**src/rtl/unidad_de_control_pkg.sv**
```systemverilog
// Shared encodings for the multicycle control unit: states, opcodes,
// strobe bit positions and select codes.
package unidad_de_control_pkg;

  // Controller states (2-bit encoding visible on the state register)
  typedef enum logic [1:0] {
    ST_FETCH = 2'b00,
    ST_EXEC  = 2'b01,
    ST_MEM   = 2'b10,
    ST_WB    = 2'b11
  } state_t;

  // Opcodes (Instruccion[15:9]); 01..0F are ALU operations
  localparam logic [6:0] OP_NOP    = 7'h00;
  localparam logic [6:0] OP_LOAD   = 7'h10;
  localparam logic [6:0] OP_STORE  = 7'h11;
  localparam logic [6:0] OP_JUMP   = 7'h12;
  localparam logic [6:0] OP_CALL   = 7'h13;
  localparam logic [6:0] OP_BRANCH = 7'h14;
  localparam logic [6:0] OP_MOVCR  = 7'h15;
  localparam logic [6:0] OP_SETS   = 7'h16;

  // Rta_Control bit positions
  localparam int CTL_MEM_WRITE = 5;
  localparam int CTL_MEM_READ  = 4;
  localparam int CTL_LOAD_S    = 3;
  localparam int CTL_SEL_S_HI  = 2;
  localparam int CTL_SEL_S_LO  = 1;
  localparam int CTL_NEG_S     = 0;

  // Rta_LoadSelect bit positions
  localparam int LS_SELECT_DR   = 10;
  localparam int LS_LOAD_DR     = 9;
  localparam int LS_SELECT_AR   = 8;
  localparam int LS_LOAD_AR     = 7;
  localparam int LS_SEL_PC_HI   = 6;
  localparam int LS_SEL_PC_LO   = 5;
  localparam int LS_LOAD_PC     = 4;
  localparam int LS_LOAD_IR     = 3;
  localparam int LS_LOAD_CR     = 2;
  localparam int LS_WRITE_SEL   = 1;
  localparam int LS_WRITE_EN    = 0;

  // PC source select codes
  localparam logic [1:0] PC_PLUS1  = 2'b00;
  localparam logic [1:0] PC_REL    = 2'b01;
  localparam logic [1:0] PC_REG_A  = 2'b10;

  // ALU operations occupy opcodes 01..0F
  function automatic logic is_alu_op(input logic [6:0] op);
    return (op[6:4] == 3'b000) && (op[3:0] != 4'h0);
  endfunction

endpackage

```
**src/rtl/uc_decoder.sv**
```systemverilog
// Combinational decode of (state, instruction) into datapath strobes,
// register-file addresses, ALU function and the next controller state.
module uc_decoder
  import unidad_de_control_pkg::*;
(
  input  state_t      state_i,
  input  logic [15:0] instr_i,
  output logic [5:0]  control_o,
  output logic [10:0] load_select_o,
  output logic [2:0]  write_addr_o,
  output logic [2:0]  read_addr_a_o,
  output logic [2:0]  read_addr_b_o,
  output logic [3:0]  fun_o,
  output state_t      next_state_o
);

  logic [6:0] op;

  assign op            = instr_i[15:9];
  assign write_addr_o  = instr_i[8:6];
  assign read_addr_a_o = instr_i[5:3];
  assign read_addr_b_o = instr_i[2:0];

  // Strobes and next state; everything not explicitly raised stays 0
  always_comb begin
    control_o     = '0;
    load_select_o = '0;
    fun_o         = '0;
    next_state_o  = ST_FETCH;
    unique case (state_i)
      ST_FETCH: begin
        control_o[CTL_MEM_READ]                  = 1'b1;
        load_select_o[LS_LOAD_IR]                = 1'b1;
        load_select_o[LS_LOAD_PC]                = 1'b1;
        load_select_o[LS_SEL_PC_HI:LS_SEL_PC_LO] = PC_PLUS1;
        next_state_o                             = ST_EXEC;
      end
      ST_EXEC: begin
        if (is_alu_op(op)) begin
          fun_o                      = op[3:0];
          load_select_o[LS_LOAD_DR]  = 1'b1;
          load_select_o[LS_SELECT_DR] = 1'b0;
          control_o[CTL_LOAD_S]      = 1'b1;
          control_o[CTL_SEL_S_HI:CTL_SEL_S_LO] = 2'b00;
          next_state_o               = ST_WB;
        end else begin
          case (op)
            OP_LOAD, OP_STORE: begin
              load_select_o[LS_LOAD_AR]   = 1'b1;
              load_select_o[LS_SELECT_AR] = 1'b0;
              next_state_o                = ST_MEM;
            end
            OP_JUMP: begin
              load_select_o[LS_LOAD_PC]                = 1'b1;
              load_select_o[LS_SEL_PC_HI:LS_SEL_PC_LO] = PC_REG_A;
            end
            OP_CALL: begin
              // Return address (PC) goes to Rd while PC jumps to reg A
              load_select_o[LS_WRITE_EN]               = 1'b1;
              load_select_o[LS_WRITE_SEL]              = 1'b1;
              load_select_o[LS_LOAD_PC]                = 1'b1;
              load_select_o[LS_SEL_PC_HI:LS_SEL_PC_LO] = PC_REG_A;
            end
            OP_BRANCH: begin
              load_select_o[LS_LOAD_PC]                = 1'b1;
              load_select_o[LS_SEL_PC_HI:LS_SEL_PC_LO] = PC_REL;
            end
            OP_MOVCR: begin
              load_select_o[LS_LOAD_CR] = 1'b1;
            end
            OP_SETS: begin
              control_o[CTL_LOAD_S]                = 1'b1;
              control_o[CTL_SEL_S_HI:CTL_SEL_S_LO] = instr_i[1:0];
              control_o[CTL_NEG_S]                 = instr_i[2];
            end
            default: begin
              // NOP and illegal opcodes: no strobes, back to fetch
            end
          endcase
        end
      end
      ST_MEM: begin
        if (op == OP_LOAD) begin
          control_o[CTL_MEM_READ]     = 1'b1;
          load_select_o[LS_LOAD_DR]   = 1'b1;
          load_select_o[LS_SELECT_DR] = 1'b1;
          next_state_o                = ST_WB;
        end else if (op == OP_STORE) begin
          // Store data is taken from read port B
          control_o[CTL_MEM_WRITE] = 1'b1;
        end
      end
      ST_WB: begin
        load_select_o[LS_WRITE_EN]  = 1'b1;
        load_select_o[LS_WRITE_SEL] = 1'b0;
      end
      default: begin
      end
    endcase
  end

endmodule

```
**src/rtl/unidad_de_control.sv**
```systemverilog
// Multicycle control unit: state register plus reset gating around the
// combinational decoder. Reset abandons any instruction in flight.
module unidad_de_control
  import unidad_de_control_pkg::*;
(
  input  logic        Reloj,
  input  logic        Reiniciar,
  input  logic [15:0] Instruccion,
  output logic [5:0]  Rta_Control,
  output logic [10:0] Rta_LoadSelect,
  output logic [2:0]  Rta_WriteAddress,
  output logic [2:0]  Rta_ReadAddressA,
  output logic [2:0]  Rta_ReadAddressB,
  output logic [3:0]  Rta_Fun
);

  state_t      state_q;
  state_t      state_d;
  logic [5:0]  control_w;
  logic [10:0] load_select_w;
  logic [2:0]  write_addr_w;
  logic [2:0]  read_addr_a_w;
  logic [2:0]  read_addr_b_w;
  logic [3:0]  fun_w;

  uc_decoder u_decoder (
    .state_i       (state_q),
    .instr_i       (Instruccion),
    .control_o     (control_w),
    .load_select_o (load_select_w),
    .write_addr_o  (write_addr_w),
    .read_addr_a_o (read_addr_a_w),
    .read_addr_b_o (read_addr_b_w),
    .fun_o         (fun_w),
    .next_state_o  (state_d)
  );

  // State register; reset forces FETCH regardless of the decoded transition
  always_ff @(posedge Reloj) begin
    if (Reiniciar) begin
      state_q <= ST_FETCH;
    end else begin
      state_q <= state_d;
    end
  end

  // Outputs are held at zero for as long as reset is asserted
  always_comb begin
    Rta_Control      = '0;
    Rta_LoadSelect   = '0;
    Rta_WriteAddress = '0;
    Rta_ReadAddressA = '0;
    Rta_ReadAddressB = '0;
    Rta_Fun          = '0;
    if (!Reiniciar) begin
      Rta_Control      = control_w;
      Rta_LoadSelect   = load_select_w;
      Rta_WriteAddress = write_addr_w;
      Rta_ReadAddressA = read_addr_a_w;
      Rta_ReadAddressB = read_addr_b_w;
      Rta_Fun          = fun_w;
    end
  end

endmodule

```
**config.mk**
```make
export PLATFORM = sky130hd
export DESIGN_NAME = unidad_de_control
export DESIGN_NICKNAME = d
export VERILOG_FILES = /design/src/rtl/unidad_de_control_pkg.sv /design/src/rtl/uc_decoder.sv /design/src/rtl/unidad_de_control.sv
export SDC_FILE = /design/constraint.sdc
export NUM_CORES = 1
export LEC_CHECK = 0
export CORE_AREA = 4 4 48 50
export CTS_CLUSTER_DIAMETER = 50
export CTS_CLUSTER_SIZE = 10
export DETAILED_ROUTE_END_ITERATION = 8
export DIE_AREA = 0 0 52 54
export MAX_ROUTING_LAYER = met4
export PLACE_DENSITY = 0.82
export SLEW_MARGIN = 0
export SYNTH_ARGS = -nofsm -noshare
export SYNTH_HDL_FRONTEND = slang
export SYNTH_HIERARCHICAL = 1
export SYNTH_SLANG_ARGS = --single-unit
```
**constraint.sdc**
```tcl
create_clock -name Reloj -period 4.32 [get_ports Reloj]
set_input_delay 0.648 -clock Reloj [delete_from_list [all_inputs] [get_ports Reloj]]
set_output_delay 0.648 -clock Reloj [all_outputs]
set_load 0.01 [all_outputs]
```
==> results.json, run 1 <==
{
  "p_total_mw": 0.125,
  "clk-insertion-delay-late_ps": 220,
  "critPathRequiredTime_ps": 3670,
  "fillers": 184,
  "pwr_density_cell_mw_per_mm2": 114,
  "crit_type": "in -> out",
  "clock-sinks": 2,
  "drc": 0,
  "diodes": 0,
  "ys_seq_elements": 2,
  "antenna_found_initial": 0,
  "cap_violations": 0,
  "critical_path.endpoint": "Rta_Control[1]",
  "synthDistinctLibCells": 26,
  "grt.total_usage_pct": 13.0,
  "ys_seq_area_share_pct": 5.89,
  "routed_wirelength_mm": 1.80,
  "grt_max_degree": 33,
  "cts-buffers-inserted": 3,
  "syn_nets": 112,
  "ant_nets": 0,
  "slew_headroom_pct": 33.9,
  "synth_top_area_share_pct": 31.3,
  "syn_area_per_cell_sq_um": 7.55,
  "slew_violations": 0,
  "cts_hold_buf": 0,
  "cts_setup_buffers": 0,
  "largest-register": "state_q",
  "ys_warn_count": 6,
  "syn_to_final_growth_pct": 61.7,
  "largest_register_ffs": 2,
  "tightest_slew_ps": 989,
  "fin_cells": 153,
  "register_area_sq_um": 40.0,
  "dr.pass1.iters": 3,
  "clk_path_buf_depth": 2,
  "crit_path_max_fanout": 4,
  "vias_per_cell": 4.51,
  "multi_input_area_sq_um": 515,
  "die_area_sq_mm": 0.00281,
  "drtIter0Drc": 5,
  "outcome": "complete, no violations",
  "via_count": 690,
  "core_sq_mm": 0.00190,
  "htree_num_levels": 1,
  "io_buffers": 46,
  "post_cts_resized": 0,
  "drive_gt1_share_pct": 9.52,
  "period_needed_ps": 3390,
  "chipHeight_um": 54,
  "arrival_ps": 2740,
  "synth_area_leader_cell": "nor2b_1",
  "regToRegEndpoint": "state_q[0]",
  "skew_ps": 0.433,
  "root_buffer": "clkbuf_4",
  "grt_pass1_vias": 621,
  "fin_crit_sh_pct": 78.5,
  "dp_cells": 150,
  "clk_pin_slew_worst_paths_ps": 30,
  "rrSetupSlack_ps": 2800,
  "fmax_mhz": 295,
  "peakVddDrop_mv": 0.0994,
  "critPathLaunch": "Instruccion[15]",
  "nets": 150,
  "largestRegisters": "state_q: 2 flops",
  "timing.rr.start": "state_q[1]",
  "die_w_um": 52,
  "grt_overflow": 0,
  "synth.area.top_cells": "nor2b_1 31%, buf_4 14%, ha_1 7.4%, nor4_4 6.3%, dfxtp_1 5.9%",
  "gp_congestion": 0.768,
  "p_leak_nw": 0.441,
  "start_util_pct": 35.7,
  "timing_hold_violations_final": 0,
  "netlist_instances": 90,
  "num_io_pins": 48,
  "setup_viol": 0,
  "rsz0062_at_grt": "no",
  "synth_area_sq_um": 679,
  "wl_per_cell_um": 11.8,
  "row_count": 16,
  "end_kind": "output pin",
  "r2r_cells": 6,
  "tritoncts": "yes",
  "grt_pass1_wl_mm": 2.73,
  "hpwl_mm": 1.54,
  "fin_setup_tns_ps": 0,
  "hp-class": "reg -> reg",
  "worstSetupStartpointType": "primary input"
}
[layer usage]
layer / wire length [um] / share of wire, % / GRT usage [%] / up-vias
met3: 201 / 11 / 3.60 / 0
met5: 0 / 0 / - / -
met2: 935 / 52 / 24.9 / 29
met1: 667 / 37 / 12.6 / 306
met4: 0 / 0 / 3.93 / 0
li1: - / - / - / 355
[worst min path at each step]
stage               cells past startpoint          to  startpoint  slack, ps
global route                            3  state_q[1]  state_q[1]        840
global placement                        3  state_q[0]  state_q[1]        760
floorplan                               3  state_q[1]  state_q[1]        700
CTS                                     3  state_q[0]  state_q[0]        790
detailed placement                      3  state_q[0]  state_q[0]        780
finish                                  3  state_q[0]  state_q[1]        790
[report_power, final]
group / total [mW] / switching [mW] / internal [mW]
clock network: 0.0405 / 0.00994 / 0.0306
registers: 0.0204 / 0.000755 / 0.0196
logic: 0.0640 / 0.0280 / 0.0360
total: 0.125 / 0.0387 / 0.0862
[worst max-delay path, stage by stage]
cell and delay, ps:
clkdlybuf4s50_1 500, or3b_4 460, nor4_4 250, and2_1 170, nor2b_1 140, clkdlybuf4s50_1 570
[kinds of logic after synthesis]
group                    share of synthesized area [%]
AND/OR/NAND/NOR                                   60.2
other                                            0.552
flip-flops                                        5.89
AO/OA/AOI/OAI                                     7.74
adder cells (fa/ha/maj)                           7.37
buffers and inverters                             18.2
[cell type report]
cell class / count / share of cell area, %
Timing Repair Buffer: 46 / 41.9
Inverter: 7 / 2.39
Multi-Input combinational cell: 68 / 46.9
Sequential cell: 2 / 3.64
Tap cell: 27 / 3.08
Clock buffer: 3 / 2.05
[layout by cell type (no fill, tap or decap), drive strengths merged]
cell type,n
clkdlybuf4s50,46
nor2b,34
inv,7
and2,5
ha,4
clkbuf,3
nand2,3
nor4,3
dfxtp,2
nor2,2
a31oi,2
nor3,2
nor4b,2
o41ai,2
nand4,1
and3,1
or3b,1
nand3b,1
or3,1
a21boi,1
nand3,1
a21o,1
conb,1
[synthesized netlist by cell type (all sizes together)]
library cell / count
nand3b: 1
nor3: 2
a21boi: 1
or3b: 1
and3: 1
conb: 1
nand3: 1
nand2: 3
or3: 1
dfxtp: 2
a31oi: 2
nand4: 1
a21o: 1
and2: 5
buf: 13
inv: 7
nor4: 3
nor2: 2
ha: 4
nor2b: 34
o41ai: 2
nor4b: 2
[stage by stage]
stage                     util (%)  hold WS, ps  area [sq um]  setup slack, ps
after floorplan                  -          703           679             2030
after global placement        56.6          755          1080              988
after detailed placement      56.6          784          1080              902
after CTS                     57.8          793          1100              903
after global routing          57.8          844          1100              808
final                         57.8          792          1100              928
No activity file was read; power rests on OpenSTA's default activity.
==> inputs of run 2 (changes only) <==
--- a/config.mk
+++ b/config.mk
@@ -5,13 +5,13 @@
 export SDC_FILE = /design/constraint.sdc
 export NUM_CORES = 1
 export LEC_CHECK = 0
-export CORE_AREA = 4 4 48 50
+export CORE_AREA = 4 4 50 52
 export CTS_CLUSTER_DIAMETER = 50
 export CTS_CLUSTER_SIZE = 10
 export DETAILED_ROUTE_END_ITERATION = 8
-export DIE_AREA = 0 0 52 54
+export DIE_AREA = 0 0 54 56
 export MAX_ROUTING_LAYER = met4
-export PLACE_DENSITY = 0.82
+export PLACE_DENSITY = 0.76
 export SLEW_MARGIN = 0
 export SYNTH_ARGS = -nofsm -noshare
 export SYNTH_HDL_FRONTEND = slang
==> constraint.sdc (replaced) <==
create_clock -name Reloj -period 3.3 [get_ports Reloj]
set_input_delay 0.495 -clock Reloj [delete_from_list [all_inputs] [get_ports Reloj]]
set_output_delay 0.495 -clock Reloj [all_outputs]
set_load 0.01 [all_outputs]
==> run 2 against run 1 <==
  * Core utilization down 4.8 points
  * Combinational power up 33%
  * Worst hold slack worse by 23 ps
==> results.json, run 2 (same netlist as run 1, synthesis figures left out) <==
{
  "period_needed_ps": 3030,
  "slew_headroom_pct": 61.0,
  "arrival_ps": 2540,
  "diodes": 0,
  "peakVddDrop_mv": 0.107,
  "routed_wirelength_mm": 1.78,
  "tightest_slew_ps": 578,
  "crit_path_max_fanout": 4,
  "critPathRequiredTime_ps": 2800,
  "syn_to_final_growth_pct": 64.1,
  "skew_ps": 0.923,
  "p_leak_nw": 0.451,
  "grt_pass1_vias": 706,
  "dr.pass1.iters": 2,
  "post_cts_resized": 0,
  "drtIter0Drc": 2,
  "layout_common_cells": "46 x clkdlybuf4s50_1, 34 x nor2b_1, 5 x inv_1, 5 x and2_1, 4 x ha_1",
  "hold-path-cell-count": 3,
  "htree_num_levels": 1,
  "setup_viol": 0,
  "nets": 152,
  "largestRegisters": "state_q: 2 flops",
  "via_count": 695,
  "fin_setup_tns_ps": 0,
  "rsz0062_at_grt": "no",
  "worstSetupStartpointType": "primary input",
  "pwr_density_cell_mw_per_mm2": 149,
  "postLayoutCoreUtil_pct": 52.9,
  "vias_per_cell": 4.46,
  "layout_commonest_cell": "clkdlybuf4s50_1",
  "crit_type": "in -> out",
  "r2r_cells": 6,
  "hp-class": "reg -> reg",
  "ant_nets": 0,
  "outcome": "complete, no violations",
  "clk-insertion-delay-late_ps": 220,
  "antenna_found_initial": 0,
  "cts-buffers-inserted": 3,
  "fillers": 199,
  "fmax_mhz": 330,
  "grt_overflow": 0,
  "io_buffers": 46,
  "drc": 0,
  "clk_pin_slew_worst_paths_ps": 30,
  "root_buffer": "clkbuf_4",
  "clock-sinks": 2,
  "largest_register_ffs": 2,
  "largest-register": "state_q",
  "p_total_mw": 0.166,
  "wl_per_cell_um": 11.4,
  "slew_violations": 0,
  "hpwl_mm": 1.50,
  "cap_violations": 0,
  "holdWs_ps": 768,
  "clk_path_buf_depth": 2,
  "num_io_pins": 48,
  "chipHeight_um": 56,
  "grt_pass1_wl_mm": 2.97,
  "cts_hold_buf": 0,
  "gp_congestion": 0.828,
  "die_w_um": 54,
  "die_area_sq_mm": 0.00302,
  "fin_crit_sh_pct": 91.9,
  "row_count": 17,
  "grt.total_usage_pct": 13.2,
  "grt_max_degree": 33,
  "cts_setup_buffers": 0,
  "tritoncts": "yes",
  "timing_hold_violations_final": 0,
  "start_util_pct": 32.3,
  "core_sq_mm": 0.00211,
  "drive_gt1_share_pct": 10.9,
  "end_kind": "output pin"
}
## run 2: cell types whose count changed in the layout (fill, tap and decap cells not counted)
cell and change:
buf_4 +2
## run 2: report_power, final
part | total [mW] | leakage (nW) | switching (mW) | internal [mW]
clock | 0.0539 | 0.0138 | 0.0138 | 0.0401
sequential | 0.0267 | 0.0165 | 0.000979 | 0.0257
combinational | 0.0851 | 0.421 | 0.0364 | 0.0487
## run 2: final timing paths
path | from | end | slack, ps
hold reg to reg | state_q[1] | state_q[1] | 770
setup reg to reg | state_q[1] | state_q[0] | 1720
setup / recovery | Instruccion[14] | Rta_Control[0] | 270
hold / removal | state_q[1] | state_q[1] | 770
## run 2: per-stage QoR
| step | std cells | setup WS [ps] | area (sq um) |
|---|---|---|---|
| after floorplan | 90 | 1300 | 679 |
| after global placement | 153 | 302 | 1090 |
| after detailed placement | 153 | 233 | 1090 |
| after CTS | 156 | 239 | 1110 |
| after global routing | 156 | 128 | 1110 |
| final | 156 | 269 | 1110 |
## run 2: final cells by class
class                      count  area (sq um)  share of cell area [%]
multi-input combinational     68           515                    46.2
timing repair buffer          48           475                    42.6
sequential                     2          40.0                    3.59
tap                           28          35.0                    3.14
inverter                       7          26.3                    2.36
clock buffer                   3          22.5                    2.02
## run 2: metal layers
layer	vias to the layer above	routed length [um]	track usage (%)
li1	358	-	-
met5	-	0	-
met2	27	977	25.1
met4	0	8	5.34
met1	308	566	11.8
met3	2	228	2.95
## run 2: worst max-delay path: stages
cell and delay (ps):
clkdlybuf4s50_1 490, or3b_4 470, nor4_4 250, and2_1 160, nor2b_1 130, clkdlybuf4s50_1 550
